[src/rtl/imm_gen_pipe.sv]
// imm_gen_pipe: RV32 immediate decoder behind a 2-entry valid/ready skid buffer.
// Ports: clk, rst_n (sync, active-low), flush; in_valid/in_ready/inst/in_tag (input side);
// out_valid/out_ready/imm/fmt/illegal/out_tag (output side); illegal_cnt (saturating count).
// Optional feature: define IMM_GEN_CSR_IMM_EN to decode CSR immediate forms as fmt Z.
module imm_gen_pipe #(
    parameter int XLEN  = 32,
    parameter int TAG_W = 5
) (
    input  logic             clk,
    input  logic             rst_n,
    input  logic             flush,
    input  logic             in_valid,
    output logic             in_ready,
    input  logic [31:0]      inst,
    input  logic [TAG_W-1:0] in_tag,
    output logic             out_valid,
    input  logic             out_ready,
    output logic [XLEN-1:0]  imm,
    output logic [2:0]       fmt,
    output logic             illegal,
    output logic [TAG_W-1:0] out_tag,
    output logic [15:0]      illegal_cnt
);
    typedef struct packed {
        logic [XLEN-1:0]  imm;
        logic [2:0]       fmt;
        logic             ill;
        logic [TAG_W-1:0] tag;
    } res_t;

    localparam res_t RST_RES = '{imm: '0, fmt: 3'd7, ill: 1'b0, tag: '0};

    res_t dec, out_r, skid_r;
    logic out_v, skid_v, rdy;
    logic acc, pop;

    assign acc = in_valid && rdy;
    assign pop = out_v && out_ready;

    // Sized casts of signed operands sign-extend to XLEN without zero-width replications.
    always_comb begin
        dec.imm = '0;
        dec.fmt = 3'd7;
        dec.ill = 1'b1;
        dec.tag = in_tag;
        case (inst[6:0])
            7'b0000011, 7'b0010011, 7'b1100111: begin
                dec.imm = XLEN'($signed(inst[31:20]));
                dec.fmt = 3'd1;
                dec.ill = 1'b0;
            end
            7'b0100011: begin
                dec.imm = XLEN'($signed({inst[31:25], inst[11:7]}));
                dec.fmt = 3'd2;
                dec.ill = 1'b0;
            end
            7'b1100011: begin
                dec.imm = XLEN'($signed({inst[31], inst[7], inst[30:25], inst[11:8], 1'b0}));
                dec.fmt = 3'd3;
                dec.ill = 1'b0;
            end
            7'b0110111, 7'b0010111: begin
                dec.imm = XLEN'($signed({inst[31:12], 12'b0}));
                dec.fmt = 3'd4;
                dec.ill = 1'b0;
            end
            7'b1101111: begin
                dec.imm = XLEN'($signed({inst[31], inst[19:12], inst[20], inst[30:21], 1'b0}));
                dec.fmt = 3'd5;
                dec.ill = 1'b0;
            end
            7'b0110011: begin
                dec.fmt = 3'd0;
                dec.ill = 1'b0;
            end
`ifdef IMM_GEN_CSR_IMM_EN
            7'b1110011: begin
                if (inst[14]) begin
                    dec.imm = XLEN'(inst[19:15]);
                    dec.fmt = 3'd6;
                    dec.ill = 1'b0;
                end
            end
`endif
            default: ;
        endcase
    end

    // rdy is the registered copy of !skid_v, so out_ready never reaches in_ready combinationally.
    always_ff @(posedge clk) begin
        if (!rst_n) begin
            out_v       <= 1'b0;
            skid_v      <= 1'b0;
            rdy         <= 1'b0;
            out_r       <= RST_RES;
            skid_r      <= RST_RES;
            illegal_cnt <= '0;
        end else begin
            if (acc && !flush && dec.ill && illegal_cnt != 16'hFFFF)
                illegal_cnt <= illegal_cnt + 16'd1;
            if (flush) begin
                out_v  <= 1'b0;
                skid_v <= 1'b0;
                rdy    <= 1'b1;
            end else if (!out_v || pop) begin
                out_v  <= skid_v || acc;
                out_r  <= skid_v ? skid_r : (acc ? dec : out_r);
                skid_v <= 1'b0;
                rdy    <= 1'b1;
            end else if (acc) begin
                skid_r <= dec;
                skid_v <= 1'b1;
                rdy    <= 1'b0;
            end
        end
    end

    assign in_ready  = rdy;
    assign out_valid = out_v;
    assign imm       = out_r.imm;
    assign fmt       = out_r.fmt;
    assign illegal   = out_r.ill;
    assign out_tag   = out_r.tag;
endmodule
[config.mk]
export PLATFORM = sky130hd
export DESIGN_NAME = imm_gen_pipe
export DESIGN_NICKNAME = d
export VERILOG_FILES = /design/src/rtl/imm_gen_pipe.sv
export SDC_FILE = /design/constraint.sdc
export NUM_CORES = 1
export LEC_CHECK = 0
export ABC_AREA = 1
export CORE_MARGIN = 1.5
export CORE_UTILIZATION = 35
export DETAILED_ROUTE_END_ITERATION = 16
export MAX_ROUTING_LAYER = met4
export PLACE_DENSITY = 0.68
export SYNTH_ARGS = -nofsm -noshare
export SYNTH_HDL_FRONTEND = slang
export SYNTH_SLANG_ARGS = --single-unit
[constraint.sdc]
create_clock -name clk -period 1.48 [get_ports clk]
set_input_delay 0.296 -clock clk [delete_from_list [all_inputs] [get_ports clk]]
set_output_delay 0.296 -clock clk [all_outputs]
set_load 0.01 [all_outputs]
* After elaboration in Yosys (flattened, before gate mapping)
Index checks and enable logic that the tools add are counted.
** Storage, ports and cells
- Bits in registers :: 101
- Input bits :: 42
- Output and inout port bits :: 59
- Logic and storage cells :: 50
** Cells by class
- Add/subtract/negate cells :: 1
- Equality and inequality tests :: 10
- Mux-type cells :: 7
- Bitwise gates (word level) :: 3
- Reductions and logical operators :: 17
** Operator list (count)
- $pmux W32 S5 :: 1
- $mux W41 :: 2
- $pmux W4 S6 :: 1
- $eq A7 B6 Y1 const B :: 3
- $eq A7 B7 Y1 const B :: 3
- $add A16 B1 Y16 const B :: 1
- $ne A16 B16 Y1 const B :: 1
- $eq A7 B5 Y1 const B :: 2
- $eq A7 B2 Y1 const B :: 1
- $reduce_and A3 Y1 :: 2
- $reduce_or A3 Y1 :: 2
- $logic_and A1 B1 Y1 :: 5
- $reduce_or A2 Y1 :: 2
- $mux W1 :: 3
- $not A1 Y1 :: 3
- $reduce_bool A3 Y1 :: 1
- $logic_not A1 Y1 :: 2
- $logic_or A1 B1 Y1 :: 2
- $reduce_bool A2 Y1 :: 1

* Depth between registers and ports, before layout
- Word-level depth :: 5
- Depth in mapped cells :: 11
- Gate-level depth less buffers :: 11

* Least setup slack after synthesis
Ideal clock, no wire load.
- Kind :: reg-to-reg
- Start point :: register illegal_cnt[0]
- End point :: register illegal_cnt[5]
- Setup time :: 67 ps
- Arrival time :: 1573 ps
- Required time :: 1413 ps
- Path slack :: -161 ps
- Cell stages (with the launch flop) :: 9
- Cell sequence :: dfxtp_1 -> ha_1 -> nand2_2 -> nor2_4 -> nand4_4 -> nand4_4 -> buf_6 -> nand2_1 -> a21oi_2
** On the way
- Cells in the longest elaborated chain, start to end :: 2
- Elaborated cells between the ends (all ways) :: 3
** Ends and longest elaborated chain
- from (decl) :: RTL line 22 : output logic [15:0] illegal_cnt
- from (signal assigned) :: RTL line 100 : illegal_cnt <= illegal_cnt + 16'd1;
- branches (longest 2 deep; another with $add A16 B1 Y16)
Parallel ways; which one is timed is not known.
A chain may end at the register's enable or synchronous reset.

* Worst setup path in the final report
- Start point :: input in_valid
- End point :: register skid_r[40] (netlist name)
** On the way
- Cells in the longest elaborated chain, start to end :: 2
** Ends and longest elaborated chain
- from (decl) :: RTL line 12 : input logic in_valid,
- $logic_and A1 B1 Y1 :: RTL line 37 : assign acc = in_valid && rdy;
- $reduce_and A3 Y1 (no source line)
- to (signal assigned) :: RTL line 96 : skid_r <= RST_RES;
- to (signal assigned) :: RTL line 111 : skid_r <= dec;
- to (decl) :: RTL line 33 : res_t dec, out_r, skid_r;
Every way passes these cells.

==> results.yml <==
status:
  status: "finished, final reports clean"
detailed_routing:
  vias: 5267
  drt_iter0_markers: 462
  drtAntennaViolNets: 0
  avgRoutedWirePerCell_um: 15.0
  avgViaCountPerCell: 5.11
  firstDrtPassIters: 5
  wirelength_um: 15500
  drt_drc_violations_left: 0
grt:
  grt_max_degree: 43
  grt_pass1_wl_um: 24200
  grt_pass1_vias: 4783
  grt.overflow.total: 0
  grtUsageTotal_pct: 21.3
  antenna_found_initial: 0
placed_design:
  hpwl_um: 9760
  io_buffers: 100
  gp_congestion: 0.864
  dp.cells: 1004
  place_ws_ns: -0.543
floorplan:
  die_y_um: 121
  dieArea_sq_mm: 0.0146
  core_area_sq_mm: 0.0134
  pin_count: 101
  chipWidth_um: 121
  rows: 42
  initial_core_util_pct: 36.4
setup_path:
  start_kind: "input port"
  r2r_cells: 7
  critPathMaxStageDelay_ns: 0.47
  crit_cells: 9
  reg2reg_to: "illegal_cnt[10]$_SDFFE_PN0P_"
  crit_start: "in_valid"
  worst-path-buf-inv: 5
  path_cells: "clkdlybuf4s50_1, nand2_2, buf_6, nor2_4, buf_6, clkbuf_16, nand2_1, o211ai_1, inv_1"
  cp_common_cell: "buf_6"
  critPathKind: "input port to flip-flop"
  crit_required_ns: 1.72
  path_max_fanout: 10
  r2r_start: "illegal_cnt[1]$_SDFFE_PN0P_"
  cp-end-kind: "flip-flop"
  setup.worst_path.end: "skid_r[40]$_SDFFE_PN0P_"
  timing.critical_path.max_delay_family: "buffers and inverters"
  cp_data_arrival_time_ns: 1.67
  r2r_slack_ns: 0.09
  critPathSlowestCell: "clkdlybuf4s50_1"
flow_run:
  cap_violations: 0
finish:
  seq_area_sq_mm: 0.00204
  num-nets-final: 893
  antenna_cells: 0
  area_delta_synth_final_pct: 42.9
  drive_above_1_share_pct: 19.5
  fin_cells: 1031
  utilization_pct: 52.0
  nFillCells: 1403
  multi_input_area_sq_mm: 0.00268
logic_synthesis:
  synth_area_leaders: "dfxtp_1 41%, nand2_1 13%, a21oi_1 9.4%"
  ys_types: 28
  synth_top_area_cell: "dfxtp_1"
  synth-seq-cells: 101
  synthCells: 720
  synth_top_area_share_pct: 41.5
  seq_area_frac_synth_pct: 41.5
  yosysWarnings: 0
  syn_nets: 763
  synth_area_per_cell_sq_um: 6.77
  synth_area_sq_mm: 0.00488
min_path:
  hold_depth: 3
  hold_path_class: "input port to flip-flop"
clock_network:
  cts_tree: "yes"
  holdBufCountCts: 0
  clkTransAtPathRegs_ns: 0.07
  cts_root_buf: "clkbuf_16"
  clk_latency_ns: 0.35
  clockBufferDepth: 2
  cts_sinks: 101
  cts_buffers: 9
  htree_levels: 3
sta:
  hold_viol_final: 0
  fin_skew_ns: 0.00769
  period_share_pct: 96.3
  max_freq_mhz: 702
  tightest_slew_ns: 0.523
  fin_crit_ns: 1.43
  slew_headroom_pct: 65.2
  setup_viol: 0
  setup_slack_ns: 0.0547
  maxSlewViolCount: 0
power:
  p_leak_nw: 3.26
  powerDensity_mw_per_mm2: 828
  ir_drop_uv: 578
-- sequential cells by signal (all words and copies together) (netlist names) --
name,count
skid_v,1
imm,32
in_ready,1
out_valid,1
illegal,1
skid_r,41
fmt,3
out_tag,5
illegal_cnt,16
-- layout make-up --
class / count / share of cell area [%]
inverters: 55 / 2.96
flip-flops and latches: 101 / 29.3
clock buffers: 11 / 3.48
well taps: 176 / 3.16
repair buffers: 161 / 22.2
multi-input cells: 522 / 38.4
clock inverters: 5 / 0.503
-- cell usage in the layout, fill, tap and decap left out, types with 2 or more instances in the layout --
cell type          n
clkbuf_16         10
buf_6             11
a31oi_1            5
o21ai_2            2
a21oi_2            6
buf_4             40
clkinv_2           2
nand2_2           25
nand4_1           24
clkbuf_2           4
xnor2_1            2
dfxtp_1           85
inv_2              6
nand4_4            3
buf_12             8
nor2_4             9
nand2_4            5
nand3_2            2
nor2_1            79
nand3_1           24
nor2_2            10
dlygate4sd2_1     60
nor3_1             2
a211oi_1           2
clkdlybuf4s15_1    2
o21ai_0           59
xor2_1             5
clkdlybuf4s50_1   33
nand2_1          142
inv_1             49
a21oi_1           87
dfxtp_2           16
o21ai_1           24
-- synthesized netlist by cell type, drive strengths merged --
cell,n
a211oi,2
a21oi,93
a31oi,5
buf,20
clkbuf,23
dfxtp,101
ha,1
inv,55
nand2,173
nand3,27
nand4,26
nor2,98
nor3,2
o211ai,1
o21ai,85
o21bai,1
xnor2,2
xor2,5
-- cell families after synthesis --
family	after synthesis	synth area share [%]
AND/OR/NAND/NOR	326	29.1
buffers and inverters	98	8.34
adder cells (fa/ha/maj)	1	0.257
flip-flops	101	41.5
AO/OA/AOI/OAI	187	19.6
XOR/XNOR	7	1.26
-- per-layer routing --
layer	global-route usage (%)	wire [um]	up-vias
li1	-	-	2637
met1	27.6	7110	2454
met2	34.3	7400	158
met3	3.01	769	18
met4	7.28	235	0
met5	-	0	-
-- worst min-delay path, delay by kind of cell --
family | cells | cell delay, ns
AOI/OAI and AO/OA | 1 | 0.04
buffers and inverters | 2 | 0.34
-- report_power, final --
part	switching [mW]	internal, mW
registers	0.0352	2.78
clock network	1.11	1.19
logic	0.348	0.302
-- per-stage QoR --
stage                     instance area (sq um)  hold slack (ns)  TNS [ns]  power (mW)
after floorplan                            4890            0.374         0        3.13
after global placement                     6390            0.450    -39.37        3.51
after detailed placement                   6390            0.454    -43.20        3.52
after CTS                                  6780            0.472         0        5.76
after global routing                       6970            0.384   -0.0550        5.95
final                                      6970            0.368         0        5.77
-- worst min-delay path by stage --
stage	from	endpoint
after floorplan	flush	out_valid$_SDFFE_PP0P_
after global placement	skid_r[6]$_SDFFE_PN1P_	skid_r[6]$_SDFFE_PN1P_
after detailed placement	skid_r[7]$_SDFFE_PN1P_	skid_r[7]$_SDFFE_PN1P_
after CTS	skid_r[7]$_SDFFE_PN1P_	skid_r[7]$_SDFFE_PN1P_
after global routing	flush	out_valid$_SDFFE_PP0P_
final	flush	out_valid$_SDFFE_PP0P_
-- what timing repair did --
action	4_1_cts	5_1_grt
hold endpoints to repair	0	0
setup buffers	3	4
endpoints found under the setup margin	144	66
resized for setup	135	54
gates cloned	2	2
pin swaps	12	16
No activity file was read; power rests on OpenSTA's default activity.
==> edit 1, RTL diff (same settings) <==
Build with the macro `IMM_GEN_CSR_IMM_EN` defined.
--- a/src/rtl/imm_gen_pipe.sv
+++ b/src/rtl/imm_gen_pipe.sv
@@ -2,6 +2,8 @@
 // Ports: clk, rst_n (sync, active-low), flush; in_valid/in_ready/inst/in_tag (input side);
 // out_valid/out_ready/imm/fmt/illegal/out_tag (output side); illegal_cnt (saturating count).
 // Optional feature: define IMM_GEN_CSR_IMM_EN to decode CSR immediate forms as fmt Z.
+`define IMM_GEN_CSR_IMM_EN
+
 module imm_gen_pipe #(
     parameter int XLEN  = 32,
     parameter int TAG_W = 5
Check against the original RTL: not equivalent (Yosys sat finds a counterexample within 4 cycles, from zero or initial values and one cycle with rst_n low).
==> edit 1 against the original RTL <==
  * Area after synthesis increased by 1.1%
  * Worst setup slack got worse by 0.0069 ns
  * Power increased by 5.2%
  * Sequential cell count unchanged
  * Synthesized cell count increased by 0.14%
  * Design area increased by 4.8%
  * Sequential power about the same
  * Global-route usage increased by 0.066 points
  * Critical endpoint is now illegal_cnt[12]
  * Wire length increased by 1.2%
==> edit 1: results <==
[logic_synthesis]
yosys-top-cells-area = "dfxtp_1 (41%), a21oi_1 (12%), nand2_1 (10%)"
synthTopCellsByCount = "nand2_1 (133), a21oi_1 (114), dfxtp_1 (101)"
synthAdderAreaFrac_pct = 0.254
synth_cell_types = 29
synth_fp_nets = 764
synth_compound_area_share_pct = 20.6
yosysWarnings = 0
synthCells = 721
synth_xor_area_share_pct = 1.78

[power]
internal-power_mw = 4.47
p_leak_nw = 3.47
vdd_ir_drop_max_mv = 0.545

[cells_and_area]
seqCellArea_um2 = 2040
nNonClkInverters = 55
largest_reg_flops = 41
nonClkBufAreaFrac_pct = 24.5
multi_input_area_share_pct = 37.1
signal_buffers = 184
fin_area_um2 = 7300
layout.nets = 913
final-clk-cell-share_pct = 4.37
drive_gt1_share_pct = 19.9
fillers = 1335

[routing]
drtPass1Iterations = 5
wirelength_um = 15700
via_per_inst = 5.08
drt_iter0_drc = 361
avgRoutedWirePerCell_um = 14.9

[global_routing]
grt_pass1_wl_um = 24400
grt_usage_pct = 21.4
grt_pass1_vias = 4945
grt_max_degree = 44

[placement]
place_hpwl_um = 9860
place_congestion = 0.894
post_dp_cell_area_um2 = 6630
place_inst = 1021

[setup_path]
critPathArrivalTime_ns = 1.69
crit_fanout = 2

[cts]
cts.sinks = 101
clk_path_buf_depth = 2

[timing]
skew_ns = 0.00973
relSlewSlack_pct = 66.8

[run_status]
status = "completed"
edit 1: through the flow:
step           worst slack [ns]  utilization (%)  hold WS, ns  power (mW)
2_1_floorplan           -0.0132                -        0.431        3.16
3_3_place_gp             -0.626             48.0        0.451        3.56
3_5_place_dp             -0.672             48.0        0.456        3.56
4_1_cts                 0.00944             50.6        0.476        6.05
5_1_grt                 -0.0698             52.8        0.329        6.28
6_report                 0.0478             52.8        0.289        6.07
edit 1: final timing paths:
path	start	endpoint	slack, ns	depth (start not counted)
worst max register to register	illegal_cnt[8]	illegal_cnt[12]	0.05	9
worst min-delay path	in_valid	in_ready	0.29	4
worst min register to register	skid_r[4]	out_tag[4]	0.48	2
worst max-delay path	illegal_cnt[8]	illegal_cnt[12]	0.05	9
edit 1: critical path: stages, from the launching register on:
cell     delay [ns]
dfxtp_2        0.33
nand2_1        0.05
nor2_1         0.11
buf_4          0.14
nand2_2        0.06
nor4_4         0.29
buf_4          0.16
nand4_1        0.09
nand2_1        0.08
nor2_1         0.04
edit 1: routing by layer:
layer	vias up	global-route usage, %	share of wire [%]
met5	-	-	0
met4	0	7.72	1.7
met3	22	2.57	5.4
met2	185	34.0	47
met1	2467	28.1	46
li1	2681	-	-
edit 1: power by group through the flow:
stage / Combinational [mW] / Clock [mW] / Sequential, mW
finish: 0.688 / 2.56 / 2.82
global route: 0.744 / 2.71 / 2.83
CTS: 0.646 / 2.59 / 2.82
detailed placement: 0.673 / 0 / 2.88
global placement: 0.672 / 0 / 2.89
floorplan: 0.250 / 0 / 2.91
edit 1: what timing repair did:
item | CTS | global route
buffers inserted | 2 | 9
endpoints found under the setup margin | 146 | 83
cloned | 2 | 5
pin swaps | 14 | 20
gates resized for setup | 94 | 58
==> edit 2, RTL diff (same settings) <==
Without the edit above. Put one more register stage on the output `illegal_cnt`, with the module's reset. The value now appears one clock later. The other outputs are not delayed to match.
--- a/src/rtl/imm_gen_pipe.sv
+++ b/src/rtl/imm_gen_pipe.sv
@@ -29,6 +29,8 @@
     } res_t;
 
     localparam res_t RST_RES = '{imm: '0, fmt: 3'd7, ill: 1'b0, tag: '0};
+
+    logic [15:0] illegal_cnt_s0;
 
     res_t dec, out_r, skid_r;
     logic out_v, skid_v, rdy;
@@ -94,10 +96,10 @@
             rdy         <= 1'b0;
             out_r       <= RST_RES;
             skid_r      <= RST_RES;
-            illegal_cnt <= '0;
+            illegal_cnt_s0 <= '0;
         end else begin
-            if (acc && !flush && dec.ill && illegal_cnt != 16'hFFFF)
-                illegal_cnt <= illegal_cnt + 16'd1;
+            if (acc && !flush && dec.ill && illegal_cnt_s0 != 16'hFFFF)
+                illegal_cnt_s0 <= illegal_cnt_s0 + 16'd1;
             if (flush) begin
                 out_v  <= 1'b0;
                 skid_v <= 1'b0;
@@ -121,4 +123,12 @@
     assign fmt       = out_r.fmt;
     assign illegal   = out_r.ill;
     assign out_tag   = out_r.tag;
+    always_ff @(posedge clk) begin
+        if (!rst_n) begin
+            illegal_cnt <= '0;
+        end else begin
+            illegal_cnt <= illegal_cnt_s0;
+        end
+    end
+
 endmodule
Behaviour: not the same (Yosys sat finds a counterexample within 4 cycles, from zero or initial values and one cycle with rst_n low).
==> edit 2 against the original RTL <==
  * Sequential share of layout area is 0.93 points higher
  * Count of clock-buffer cells in the layout is 8 higher
  * Power is 43% higher
  * Worst setup slack better by 0.046 ns
  * Critical path depth is 1 lower
  * Design area is 12% higher
  * Area after synthesis is 9.0% higher
  * Sequential cell count is 16 higher
  * Synthesized cell count is 7.1% higher
  * Wire length is 1.3% lower
  * Highest routed layer unchanged
==> edit 2: results <==
[placement]
port_buffers = 100
place_congestion = 0.869
place_hpwl_um = 9520

[cells_and_area]
largest_reg_flops = 41
fillers = 1367
drive_gt1_share_pct = 16.6
layout.nets = 965
n_antenna_cell = 0
top_register = "skid_r"

[logic_synthesis]
synthTopCellsByCount = "nand2_1 (186), dfxtp_1 (117), a21oi_1 (92)"
synth-async-reset-ratio_pct = 0
yosysWarnings = 0
synthMuxAreaShare_pct = 0
synthAdderAreaFrac_pct = 0.235
synth_cell_types = 29
synth_fp_nets = 814
synth_compound_area_share_pct = 18.0
synth_seq_area_share_pct = 44.1
yosys-top-cells-area = "dfxtp_1 (44%), nand2_1 (13%), a21oi_1 (8.7%)"
synth_xor_area_share_pct = 1.15

[global_routing]
grt_pass1_wl_um = 24900
grt_max_degree = 71
grt_usage_pct = 20.0
antenna_found_initial = 0
grt_pass1_vias = 5155

[routing]
avgRoutedWirePerCell_um = 13.7
via_per_inst = 4.91
drt_iter0_drc = 447
drtPass1Iterations = 5

[cts]
cts_max_level = 4
clock-root-buffer = "clkbuf_16"
clock_latency_ns = 0.42
clk_path_buf_depth = 2
cts_buffers = 17
path_clk_slew_ns = 0.05

[run_status]
status = "completed"

[timing]
tightest_slew_ns = 0.488
skew_ns = 0.00967

[power]
vdd_ir_drop_max_mv = 0.893
p_leak_nw = 3.78

[setup_path]
crit_fanout = 4
critPathArrivalTime_ns = 1.73
==> edit 2: cell count changes after synthesis, moves of 2 or more <==
cell / delta
dfxtp_1: +16
buf_2: -2
nand2_2: -4
clkbuf_1: +6
nand2_1: +19
inv_1: +16
==> edit 2: layout make-up <==
type | count | area share [%]
Clock buffer | 19 | 5.70
Sequential cell | 117 | 30.2
Timing Repair Buffer | 178 | 22.1
Inverter | 71 | 3.46
Multi-Input combinational cell | 537 | 33.3
Tap cell | 184 | 2.96
Clock inverter | 12 | 2.30
==> edit 2: kinds of logic after synthesis <==
family | Yosys count
simple gates | 342
compound gates | 187
buf+inv | 117
flops | 117
xor+xnor | 7
fa+ha+maj | 1
==> edit 2: report_power, final <==
group	leakage, nW	switching (mW)	internal (mW)	total (mW)
registers	0.951	0.0383	3.22	3.26
clock network	0.295	1.48	2.85	4.33
logic	2.54	0.334	0.311	0.646
==> edit 2: final timing paths <==
check	from	end	slack [ns]	cells after the start
worst max register to register	illegal_cnt_s0[1]	illegal_cnt_s0[13]	0.10	8
worst min-delay path	rst_n	fmt[0]	0.35	3
worst max-delay path	illegal_cnt_s0[1]	illegal_cnt_s0[13]	0.10	8
worst min register to register	skid_r[7]	skid_r[7]	0.47	2
==> edit 2: repair_timing <==
action / CTS / global route
hold buffers: 0 / 0
setup buffers: 7 / 4
resized for setup: 76 / 48
gates cloned: 2 / 3
pin swaps: 6 / 12
endpoints found under the setup margin: 116 / 82
==> edit 2: routing by layer <==
| metal | global-route usage (%) | vias to the layer above | part of all wire (%) |
|---|---|---|---|
| met3 | 4.80 | 16 | 5.8 |
| met5 | - | - | 0 |
| met4 | 6.09 | 0 | 1.0 |
| met2 | 31.5 | 195 | 46 |
| met1 | 25.4 | 2462 | 47 |
| li1 | - | 2816 | - |
==> edit 2: worst max-delay path, stage by stage, from the launching register on <==
cell     delay (ns)
dfxtp_2        0.35
ha_4           0.14
nand2_2        0.08
nor2_4         0.14
nand4_4        0.13
nand4_4        0.12
buf_2          0.17
nand2_1        0.06
a21oi_1        0.13
==> edit 2: stage by stage <==
stage | setup slack [ns] | cells | power [mW] | util (%) | cell area (um^2)
4_1_cts | 0.0261 | 1111 | 8.26 | 51.8 | 7620
3_5_place_dp | -0.627 | 1071 | 3.97 | 47.2 | 6940
3_3_place_gp | -0.591 | 1071 | 3.97 | 47.2 | 6940
2_1_floorplan | 0.0152 | 771 | 3.58 | - | 5320
5_1_grt | -0.0300 | 1118 | 8.51 | 52.9 | 7770
6_report | 0.100 | 1118 | 8.23 | 52.9 | 7770
